<file path="config.mk">
export PLATFORM = sky130hd
export DESIGN_NAME = decode_stage_pipelined_flat
export DESIGN_NICKNAME = d
export VERILOG_FILES = /design/src/rtl/decode_stage_pipelined_if.sv /design/src/rtl/decode_stage_pipelined.sv /design/src/flat_wrapper.sv
export SDC_FILE = /design/constraint.sdc
export NUM_CORES = 1
export LEC_CHECK = 0
export BUFFER_PORTS_ARGS = -buffer_cell sky130_fd_sc_hd__buf_2
export CORE_ASPECT_RATIO = 1.1
export CORE_UTILIZATION = 51
export DETAILED_ROUTE_END_ITERATION = 8
export PLACE_DENSITY = 0.69
export SYNTH_ARGS = -nofsm -noshare
export SYNTH_HDL_FRONTEND = slang
export SYNTH_SLANG_ARGS = --single-unit
</file>
<file path="constraint.sdc">
create_clock -name clock -period 1.8 [get_ports clock]
set_clock_uncertainty 0.15 [all_clocks]
set_input_delay 0.36 -clock clock [delete_from_list [all_inputs] [get_ports clock]]
set_output_delay 0.36 -clock clock [all_outputs]
set_load 0.02 [all_outputs]
</file>
<file path="src/rtl/decode_stage_pipelined_if.sv">
// Decode-stage bus: decode control, writeback port and ID/EX outputs.
interface decode_stage_pipelined_if #(
    parameter int WIDTH        = 32,
    parameter int ADDRESSWIDTH = 4
);
    logic                    inValid;
    logic                    stall;
    logic                    flush;
    logic [ADDRESSWIDTH-1:0] reg1Address;
    logic [ADDRESSWIDTH-1:0] reg2Address;
    logic [ADDRESSWIDTH-1:0] destAddress;
    logic [WIDTH-1:0]        inmmediate;
    logic                    useImmediate;
    logic                    obtainPCAsR1;
    logic [WIDTH-1:0]        PCPlus8;
    logic                    writeEnable;
    logic [ADDRESSWIDTH-1:0] writeAddress;
    logic [WIDTH-1:0]        dataToSave;
    logic                    outValid;
    logic [WIDTH-1:0]        operandA;
    logic [WIDTH-1:0]        operandB;
    logic [WIDTH-1:0]        storeData;
    logic [ADDRESSWIDTH-1:0] outDestAddress;

    modport master (
        output inValid, stall, flush, reg1Address, reg2Address, destAddress,
               inmmediate, useImmediate, obtainPCAsR1, PCPlus8,
               writeEnable, writeAddress, dataToSave,
        input  outValid, operandA, operandB, storeData, outDestAddress
    );

    modport slave (
        input  inValid, stall, flush, reg1Address, reg2Address, destAddress,
               inmmediate, useImmediate, obtainPCAsR1, PCPlus8,
               writeEnable, writeAddress, dataToSave,
        output outValid, operandA, operandB, storeData, outDestAddress
    );
endinterface

</file>
<file path="src/rtl/decode_stage_pipelined.sv">
// Decode stage: register file with write-through bypass, operand muxing
// (PC+8 on A, immediate on B) and an ID/EX register with stall/flush.
module decode_stage_pipelined #(
    parameter int WIDTH        = 32,
    parameter int REGNUM       = 16,
    parameter int ADDRESSWIDTH = 4
) (
    input  logic                    clock,
    input  logic                    reset,
    decode_stage_pipelined_if.slave bus
);
    // One extra bit so REGNUM == 2**ADDRESSWIDTH is representable.
    localparam logic [ADDRESSWIDTH:0] REGNUM_W = (ADDRESSWIDTH + 1)'(REGNUM);

    logic [WIDTH-1:0]        r_regs [REGNUM];
    logic                    r_valid;
    logic [WIDTH-1:0]        r_op_a;
    logic [WIDTH-1:0]        r_op_b;
    logic [WIDTH-1:0]        r_store;
    logic [ADDRESSWIDTH-1:0] r_dest;

    logic             w_wr_ok;
    logic             w_rd1_ok;
    logic             w_rd2_ok;
    logic [WIDTH-1:0] w_rd1;
    logic [WIDTH-1:0] w_rd2;
    logic [WIDTH-1:0] w_sel_a;
    logic [WIDTH-1:0] w_sel_b;

    assign w_wr_ok  = bus.writeEnable && ({1'b0, bus.writeAddress} < REGNUM_W);
    assign w_rd1_ok = {1'b0, bus.reg1Address} < REGNUM_W;
    assign w_rd2_ok = {1'b0, bus.reg2Address} < REGNUM_W;

    // Read ports: out-of-range reads 0; a same-cycle write to the address wins.
    always_comb begin
        w_rd1 = '0;
        w_rd2 = '0;
        if (w_rd1_ok) begin
            if (w_wr_ok && (bus.writeAddress == bus.reg1Address))
                w_rd1 = bus.dataToSave;
            else
                w_rd1 = r_regs[bus.reg1Address];
        end
        if (w_rd2_ok) begin
            if (w_wr_ok && (bus.writeAddress == bus.reg2Address))
                w_rd2 = bus.dataToSave;
            else
                w_rd2 = r_regs[bus.reg2Address];
        end
    end

    assign w_sel_a = bus.obtainPCAsR1 ? bus.PCPlus8    : w_rd1;
    assign w_sel_b = bus.useImmediate ? bus.inmmediate : w_rd2;

    // Register file write port, independent of stall/flush/inValid.
    always_ff @(posedge clock or negedge reset) begin
        if (!reset) begin
            for (int i = 0; i < REGNUM; i++) r_regs[i] <= '0;
        end else if (w_wr_ok) begin
            r_regs[bus.writeAddress] <= bus.dataToSave;
        end
    end

    // ID/EX register: flush beats stall beats load; held entries are not refreshed.
    always_ff @(posedge clock or negedge reset) begin
        if (!reset) begin
            r_valid <= 1'b0;
            r_op_a  <= '0;
            r_op_b  <= '0;
            r_store <= '0;
            r_dest  <= '0;
        end else if (bus.flush) begin
            r_valid <= 1'b0;
            r_op_a  <= '0;
            r_op_b  <= '0;
            r_store <= '0;
            r_dest  <= '0;
        end else if (!bus.stall) begin
            r_valid <= bus.inValid;
            r_op_a  <= w_sel_a;
            r_op_b  <= w_sel_b;
            r_store <= w_rd2;
            r_dest  <= bus.destAddress;
        end
    end

    assign bus.outValid       = r_valid;
    assign bus.operandA       = r_op_a;
    assign bus.operandB       = r_op_b;
    assign bus.storeData      = r_store;
    assign bus.outDestAddress = r_dest;
endmodule

</file>
<file path="src/flat_wrapper.sv">
// flat-port wrapper written by rule: the top's interface ports become plain ports
module decode_stage_pipelined_flat 
#(
    parameter int WIDTH        = 32,
    parameter int REGNUM       = 16,
    parameter int ADDRESSWIDTH = 4
)
  (clock, reset, bus_inValid, bus_stall, bus_flush, bus_reg1Address, bus_reg2Address, bus_destAddress, bus_inmmediate, bus_useImmediate, bus_obtainPCAsR1, bus_PCPlus8, bus_writeEnable, bus_writeAddress, bus_dataToSave, bus_outValid, bus_operandA, bus_operandB, bus_storeData, bus_outDestAddress);
  decode_stage_pipelined_if #(.WIDTH(WIDTH), .ADDRESSWIDTH(ADDRESSWIDTH)) bus_i ();
  input  logic clock;
  input  logic reset;
  input wire logic [$bits(bus_i.inValid)-1:0] bus_inValid;
  input wire logic [$bits(bus_i.stall)-1:0] bus_stall;
  input wire logic [$bits(bus_i.flush)-1:0] bus_flush;
  input wire logic [$bits(bus_i.reg1Address)-1:0] bus_reg1Address;
  input wire logic [$bits(bus_i.reg2Address)-1:0] bus_reg2Address;
  input wire logic [$bits(bus_i.destAddress)-1:0] bus_destAddress;
  input wire logic [$bits(bus_i.inmmediate)-1:0] bus_inmmediate;
  input wire logic [$bits(bus_i.useImmediate)-1:0] bus_useImmediate;
  input wire logic [$bits(bus_i.obtainPCAsR1)-1:0] bus_obtainPCAsR1;
  input wire logic [$bits(bus_i.PCPlus8)-1:0] bus_PCPlus8;
  input wire logic [$bits(bus_i.writeEnable)-1:0] bus_writeEnable;
  input wire logic [$bits(bus_i.writeAddress)-1:0] bus_writeAddress;
  input wire logic [$bits(bus_i.dataToSave)-1:0] bus_dataToSave;
  output wire logic [$bits(bus_i.outValid)-1:0] bus_outValid;
  output wire logic [$bits(bus_i.operandA)-1:0] bus_operandA;
  output wire logic [$bits(bus_i.operandB)-1:0] bus_operandB;
  output wire logic [$bits(bus_i.storeData)-1:0] bus_storeData;
  output wire logic [$bits(bus_i.outDestAddress)-1:0] bus_outDestAddress;
  assign bus_i.inValid = bus_inValid;
  assign bus_i.stall = bus_stall;
  assign bus_i.flush = bus_flush;
  assign bus_i.reg1Address = bus_reg1Address;
  assign bus_i.reg2Address = bus_reg2Address;
  assign bus_i.destAddress = bus_destAddress;
  assign bus_i.inmmediate = bus_inmmediate;
  assign bus_i.useImmediate = bus_useImmediate;
  assign bus_i.obtainPCAsR1 = bus_obtainPCAsR1;
  assign bus_i.PCPlus8 = bus_PCPlus8;
  assign bus_i.writeEnable = bus_writeEnable;
  assign bus_i.writeAddress = bus_writeAddress;
  assign bus_i.dataToSave = bus_dataToSave;
  assign bus_outValid = bus_i.outValid;
  assign bus_operandA = bus_i.operandA;
  assign bus_operandB = bus_i.operandB;
  assign bus_storeData = bus_i.storeData;
  assign bus_outDestAddress = bus_i.outDestAddress;
  decode_stage_pipelined #(.WIDTH(WIDTH), .REGNUM(REGNUM), .ADDRESSWIDTH(ADDRESSWIDTH)) u_core (.clock(clock), .reset(reset), .bus(bus_i));
endmodule
</file>
==> results of run 1 <==
-- stage by stage --
stage | area, µm² | hold WS, ns | power [mW] | utilization | setup WS, ns
6_report | 38900 | 0.0312 | 43.4 | 0.635 | -0.0206
5_1_grt | 38900 | 0.0497 | 44.9 | 0.635 | -0.0676
4_1_cts | 38600 | 0.00875 | 43.1 | 0.629 | -0.0176
3_5_place_dp | 35800 | 0.0815 | 28.2 | 0.583 | -0.601
3_3_place_gp | 35800 | 0.0768 | 27.6 | 0.583 | -0.602
2_1_floorplan | 32100 | -0.0856 | 25.0 | - | -0.271
-- timing repair --
action,in CTS,in global routing
hold endpoints to repair,300,0
resized for setup,20,76
setup endpoints to repair,21,57
gates cloned,0,1
hold buffers,35,0
setup buffers,0,2
pin swaps,6,33
-- cell type report --
type / count / share of cell area
Multi-Input combinational cell: 1282 / 0.406
Sequential cell: 613 / 0.394
Timing Repair Buffer: 474 / 0.113
Clock buffer: 99 / 0.0516
Tap cell: 824 / 0.0265
Clock inverter: 22 / 0.00896
Antenna cell: 2 / 0.000129
-- worst max path at each step --
| stage | end | slack [ns] | cells after the start |
|---|---|---|---|
| after floorplan | u_core.bus.operandA[1] | -0.27 | 7 |
| after global placement | u_core.bus.operandA[0] | -0.60 | 7 |
| after detailed placement | u_core.bus.storeData[12] | -0.60 | 6 |
| after CTS | u_core.bus.storeData[2] | -0.02 | 4 |
| after global routing | u_core.bus.storeData[1] | -0.07 | 4 |
| final | u_core.bus.storeData[2] | -0.02 | 4 |
-- state kept, by name, summed over array words and instances, names as in the netlist --
signal / count
u_core.bus.outValid: 1
u_core.bus.storeData: 32
u_core.bus.outDestAddress: 4
u_core.bus.operandA: 32
u_core.r_regs: 512
u_core.bus.operandB: 32
-- kinds of logic after synthesis --
family | count (synthesis)
mux | 776
flops | 613
compound gates | 257
simple gates | 241
xor+xnor | 8
buf+inv | 253
-- critical path, delay by kind of cell, from the launching register on --
family / cells / cell delay [ns]
compound gates: 2 / 0.53
flops: 1 / 0.40
mux: 1 / 0.51
simple gates: 1 / 0.11
-- power breakdown --
part / internal (mW) / switching (mW)
Clock: 8.91 / 5.88
Combinational: 5.79 / 3.91
Sequential: 16.7 / 2.23
Total: 31.4 / 12.0
-- cells in the final DEF, fill, tap and decap left out, types with 3 or more instances in the layout --
cell           synthesis  routed
mux2_1                30      30
a221o_1               64      64
mux2i_1                8       8
nand2_2                0      20
clkbuf_16              0      69
clkinv_2               0       5
buf_4                 13     121
buf_12                 0      97
and2_2                 0       3
dlygate4sd3_1          0      35
nand2b_2               0       3
and2_1                35      33
nor2_1                19       8
a22o_1                32      32
nor3_1                34      32
bufinv_16              0       8
xor2_1                 3       3
clkbuf_8               0      20
a22oi_1              126      54
nor2b_1               40      33
buf_2                 46     215
xnor2_1                5       5
mux4_2               256     256
a22oi_2                0      72
nor2_4                 0      11
o221a_2               32      32
nor2b_4                0       6
nor3b_1               32      32
inv_6                  0       5
mux2_2               482     482
dfrtp_1              613     611
clkbuf_1             130      12
nand2_1               67      47
-- metal layers --
metal,vias up,GRT usage,share of wire,routed length [µm]
met5,-,0,0.00020,20
met4,4,0.149,0.042,4160
met3,240,0.0587,0.078,7760
met2,1114,0.509,0.49,48300
met1,11800,0.424,0.39,38800
li1,8932,-,-,-
==> flow_summary.json, run 1 <==
{
  "status": "finished with violations",
  "violations": "setup timing",
  "slew_viol_final": 0,
  "syn_inst": 2148,
  "worstPathCellList": "mux4_2, a22oi_2, nand2_2, a221o_1",
  "gp_congestion": 0.870,
  "rsz0062_at_grt": "yes",
  "synth_most_common_cell": "dfrtp_1",
  "synthTopCellsByCount": "613 x dfrtp_1, 482 x mux2_2, 256 x mux4_2",
  "slew_headroom": 0.432,
  "crit-reg2reg-launch": "u_core.r_regs[386]",
  "layout.nets": 2558,
  "rrSetupSlack_ns": -0.02,
  "synth_warnings": 0,
  "antenna_left": 0,
  "io_buffers": 220,
  "synth-simple-area-share": 0.0405,
  "arrival_ns": 2.17,
  "routed_wl_mm": 99.1,
  "finalCritPeriodShare": 1.01,
  "fillers": 4524,
  "clock-sinks": 613,
  "die_w_um": 240,
  "synth_adder_area_share": 0,
  "synth_compound_area_frac": 0.0710,
  "synth.area.mux_share": 0.366,
  "synth_top_area_share": 0.484,
  "crit_fanout": 3,
  "start_util": 0.517,
  "synth_cell_types": 31,
  "setup_violations": 7,
  "drtIter0Drc": 1884,
  "synth-async-reset-ratio": 1.00,
  "worstSetupPathType": "reg2reg",
  "final_cells": 3316,
  "cts_tree": "done",
  "post_drt_wl_per_cell_um": 29.9,
  "required_ns": 2.15,
  "multi_input_area_um2": 15800,
  "ys_ff_latch": 613,
  "drc": 0,
  "worst_setup_path_end_kind": "register",
  "synth_ff_type": "dfrtp_1",
  "synth_area_um2": 31700,
  "layout-drive-gt1-share": 0.580,
  "fp.coreArea_um2": 61300,
  "irDropWorstVdd_mv": 0.771,
  "hp-class": "in2reg",
  "syn2layout_area_growth_pct": 22.8,
  "period_needed_ns": 1.82,
  "synthXorXnorAreaFrac": 0.00221,
  "clk_latency_ns": 0.63,
  "yosysSeqAreaShare": 0.484,
  "fp.dieH_um": 264,
  "antenna_found_initial": 4,
  "tightest_slew_ns": 0.850,
  "overflow": 0,
  "critPathSlowestCell": "mux4_2",
  "post-dp-hpwl_mm": 64.4,
  "hold_path_depth": 3,
  "final-hold-violation-count": 0,
  "grt_pass1_wl_mm": 148,
  "place_inst": 3155,
  "synth_area_per_cell_um2": 14.8,
  "clk_pin_slew_ns": 0.06,
  "finalSetupTns_ns": -0.0678,
  "slowest_delay_ns": 0.51,
  "reg2reg_to": "u_core.bus.storeData[2]",
  "num_rows": 95,
  "leakage_nw": 16.7,
  "synth_top_family_by_area": "multiplexers",
  "cts_max_path_buffers": 3,
  "syn_nets": 2268,
  "startpoint_type": "register",
  "design.portCount": 221,
  "grt_max_degree": 71,
  "grt_usage": 0.319,
  "hold-path-endpoint": "u_core.bus.operandA[11]",
  "via_per_inst": 6.66,
  "cts_max_level": 3,
  "cts_buffers": 67,
  "drt_first_pass_iters": 5,
  "regArea_um2": 15300,
  "rr_worst_depth": 4,
  "dieArea_um2": 63200,
  "max_freq_mhz": 549,
  "synth_area_leaders": "dfrtp_1 48%, mux4_2 18%, mux2_2 17%",
  "synth_edf_count": 0,
  "crit_start": "u_core.r_regs[386]",
  "cap_viol_max_count": 0,
  "hp-start": "bus_PCPlus8[11]",
  "setup_slack_ns": -0.0206,
  "power_density_nw_per_um2": 1110,
  "vias": 22100,
  "cts-root-buf": "clkbuf_16",
  "grt_pass1_vias": 23100,
  "yosysTopAreaCell": "dfrtp_1"
}
No activity file was read; power rests on OpenSTA's default activity.
==> run 2, diff against run 1 <==
Settings changed: BUFFER_PORTS_ARGS -buffer_cell sky130_fd_sc_hd__buf_2 to -buffer_cell sky130_fd_sc_hd__clkbuf_2.
==> run 2 against run 1 <==
Against the previous run: the run still ends with setup timing left; sequential share of layout area about the same; clock power about the same; worst hold slack got worse by 0.016 ns; utilization decreased by 0.063 points; critical path depth unchanged; final cell count increased by 0.12%; final area about the same; die area unchanged; register-to-register slack got worse by 0.02 ns; wire length decreased by 0.52%.
==> flow_summary.json, run 2 (synthesis results as in run 1) <==
{
  "hold-path-endpoint": "u_core.bus.operandA[21]",
  "startpoint_type": "register",
  "drt_first_pass_iters": 5,
  "start_util": 0.517,
  "cap_viol_max_count": 0,
  "slew_headroom": 0.653,
  "via_per_inst": 6.59,
  "tightest_slew_ns": 0.520,
  "regMostFlops": "u_core.r_regs",
  "syn2layout_area_growth_pct": 22.6,
  "mostFrequentLayoutCells": "612 x dfrtp_1, 482 x mux2_2, 256 x mux4_2",
  "fp.coreArea_um2": 61300,
  "grt_pass1_wl_mm": 149,
  "clk_pin_slew_ns": 0.06,
  "vias": 21900,
  "critPathSlowestCell": "mux4_2",
  "path_delay_family": "compound AO/OA/AOI/OAI gates",
  "setup_slack_ns": -0.0362,
  "arrival_ns": 2.17,
  "overflow": 0,
  "max_freq_mhz": 545,
  "p_total_mw": 43.0,
  "place_inst": 3158,
  "grt_usage": 0.322,
  "reg2reg_to": "u_core.bus.storeData[27]",
  "finalCritPeriodShare": 1.02,
  "antenna_left": 0,
  "clk_latency_ns": 0.62,
  "grt_pass1_vias": 23300,
  "drtIter0Drc": 2076,
  "violations": "setup timing",
  "required_ns": 2.13,
  "rr_worst_depth": 4,
  "hold_slack_ns": 0.0155,
  "critPathBufInv": 0,
  "io_buffers": 220,
  "worstPathCellList": "mux4_2, a22oi_2, nand2_2, a221o_1",
  "period_needed_ns": 1.84,
  "clock-sinks": 613,
  "gp_congestion": 0.835,
  "routed_wl_mm": 98.6,
  "slowest_delay_ns": 0.48,
  "layout-drive-gt1-share": 0.579,
  "cts-root-buf": "clkbuf_16",
  "antenna_found_initial": 3,
  "cts_max_level": 3,
  "post-dp-hpwl_mm": 63.8,
  "slew_viol_final": 0,
  "grt_max_degree": 72,
  "num_rows": 95,
  "cts_tree": "done",
  "crit-reg2reg-launch": "u_core.r_regs[251]",
  "crit_fanout": 3,
  "power_density_nw_per_um2": 1110,
  "layout.nets": 2564,
  "fp.dieH_um": 264,
  "status": "finished with violations",
  "final_cells": 3320,
  "cts_buffers": 66,
  "dieArea_um2": 63200,
  "crit_start": "u_core.r_regs[251]",
  "leakage_nw": 16.7,
  "post_drt_wl_per_cell_um": 29.7,
  "drc": 0,
  "rsz0062_at_grt": "yes",
  "rrSetupSlack_ns": -0.04,
  "hp-class": "in2reg",
  "worst_setup_path_end_kind": "register",
  "hold_path_depth": 3,
  "cts_max_path_buffers": 3,
  "hp-start": "bus_PCPlus8[21]",
  "die_w_um": 240,
  "final-hold-violation-count": 0,
  "largest_reg_flops": 512,
  "design.portCount": 221,
  "setup_violations": 2,
  "irDropWorstVdd_mv": 0.687,
  "final_common_cell": "dfrtp_1",
  "worstSetupPathType": "reg2reg"
}
## run 2: cell types whose count changed in the layout (fill, tap and decap cells not counted), sizes merged
cell / before / now
buf: 437 / 230
bufinv: 8 / 10
clkbuf: 101 / 303
clkinv: 7 / 16
clkinvlp: 2 / 1
inv: 5 / 4
## run 2: worst max-delay path by stage
stage,end,cells after the start
2_1_floorplan,u_core.bus.operandA[1],7
3_3_place_gp,u_core.bus.storeData[16],6
3_5_place_dp,u_core.bus.storeData[27],6
4_1_cts,u_core.bus.storeData[2],5
5_1_grt,u_core.bus.storeData[2],5
6_report,u_core.bus.storeData[27],4
## run 2: layout make-up
| cell class | count | area [µm²] |
|---|---|---|
| sequential | 613 | 15300 |
| fill | 4540 | 22400 |
| clock inverter | 31 | 453 |
| antenna | 2 | 5.00 |
| tap | 824 | 1030 |
| timing repair buffer | 481 | 4440 |
| clock buffer | 87 | 1840 |
| multi-input combinational | 1282 | 15800 |
## run 2: report_power, final
group	total, mW	switching, mW	leakage [nW]	internal [mW]
clock network	14.5	5.79	1.13	8.69
logic	9.72	3.89	7.93	5.83
registers	18.8	2.13	7.63	16.7
## run 2: worst register-to-register path, cell delays in order (launching register included)
cell     delay, ns
dfrtp_1       0.40
mux4_2        0.48
a22oi_2       0.22
nand2_2       0.15
a221o_1       0.32
## run 2: timing repair
item                                   in CTS  in global routing
endpoints found under the hold margin     485                  0
pin swaps                                  15                 36
setup endpoints to repair                  24                 53
setup buffers                               1                  6
hold buffers                               35                  0
cloned                                      0                  0
gates resized for setup                    27                 63
## run 2: layer usage
metal	wire, µm	GRT usage	part of all wire	up-vias
li1	-	-	-	8956
met1	39700	0.433	0.40	11700
met2	47800	0.507	0.48	1022
met3	7290	0.0625	0.074	207
met4	3800	0.145	0.039	2
met5	11	0	0.00011	-
## run 2: per-stage QoR
stage / worst slack [ns] / util / TNS, ns / instance area [µm²]
after floorplan: -0.271 / - / -23.60 / 32100
after global placement: -0.569 / 0.584 / -138.59 / 35800
after detailed placement: -0.600 / 0.584 / -142.65 / 35800
after CTS: -0.0784 / 0.629 / -0.0971 / 38600
after global routing: -0.0798 / 0.634 / -0.419 / 38900
final: -0.0362 / 0.634 / -0.0689 / 38900
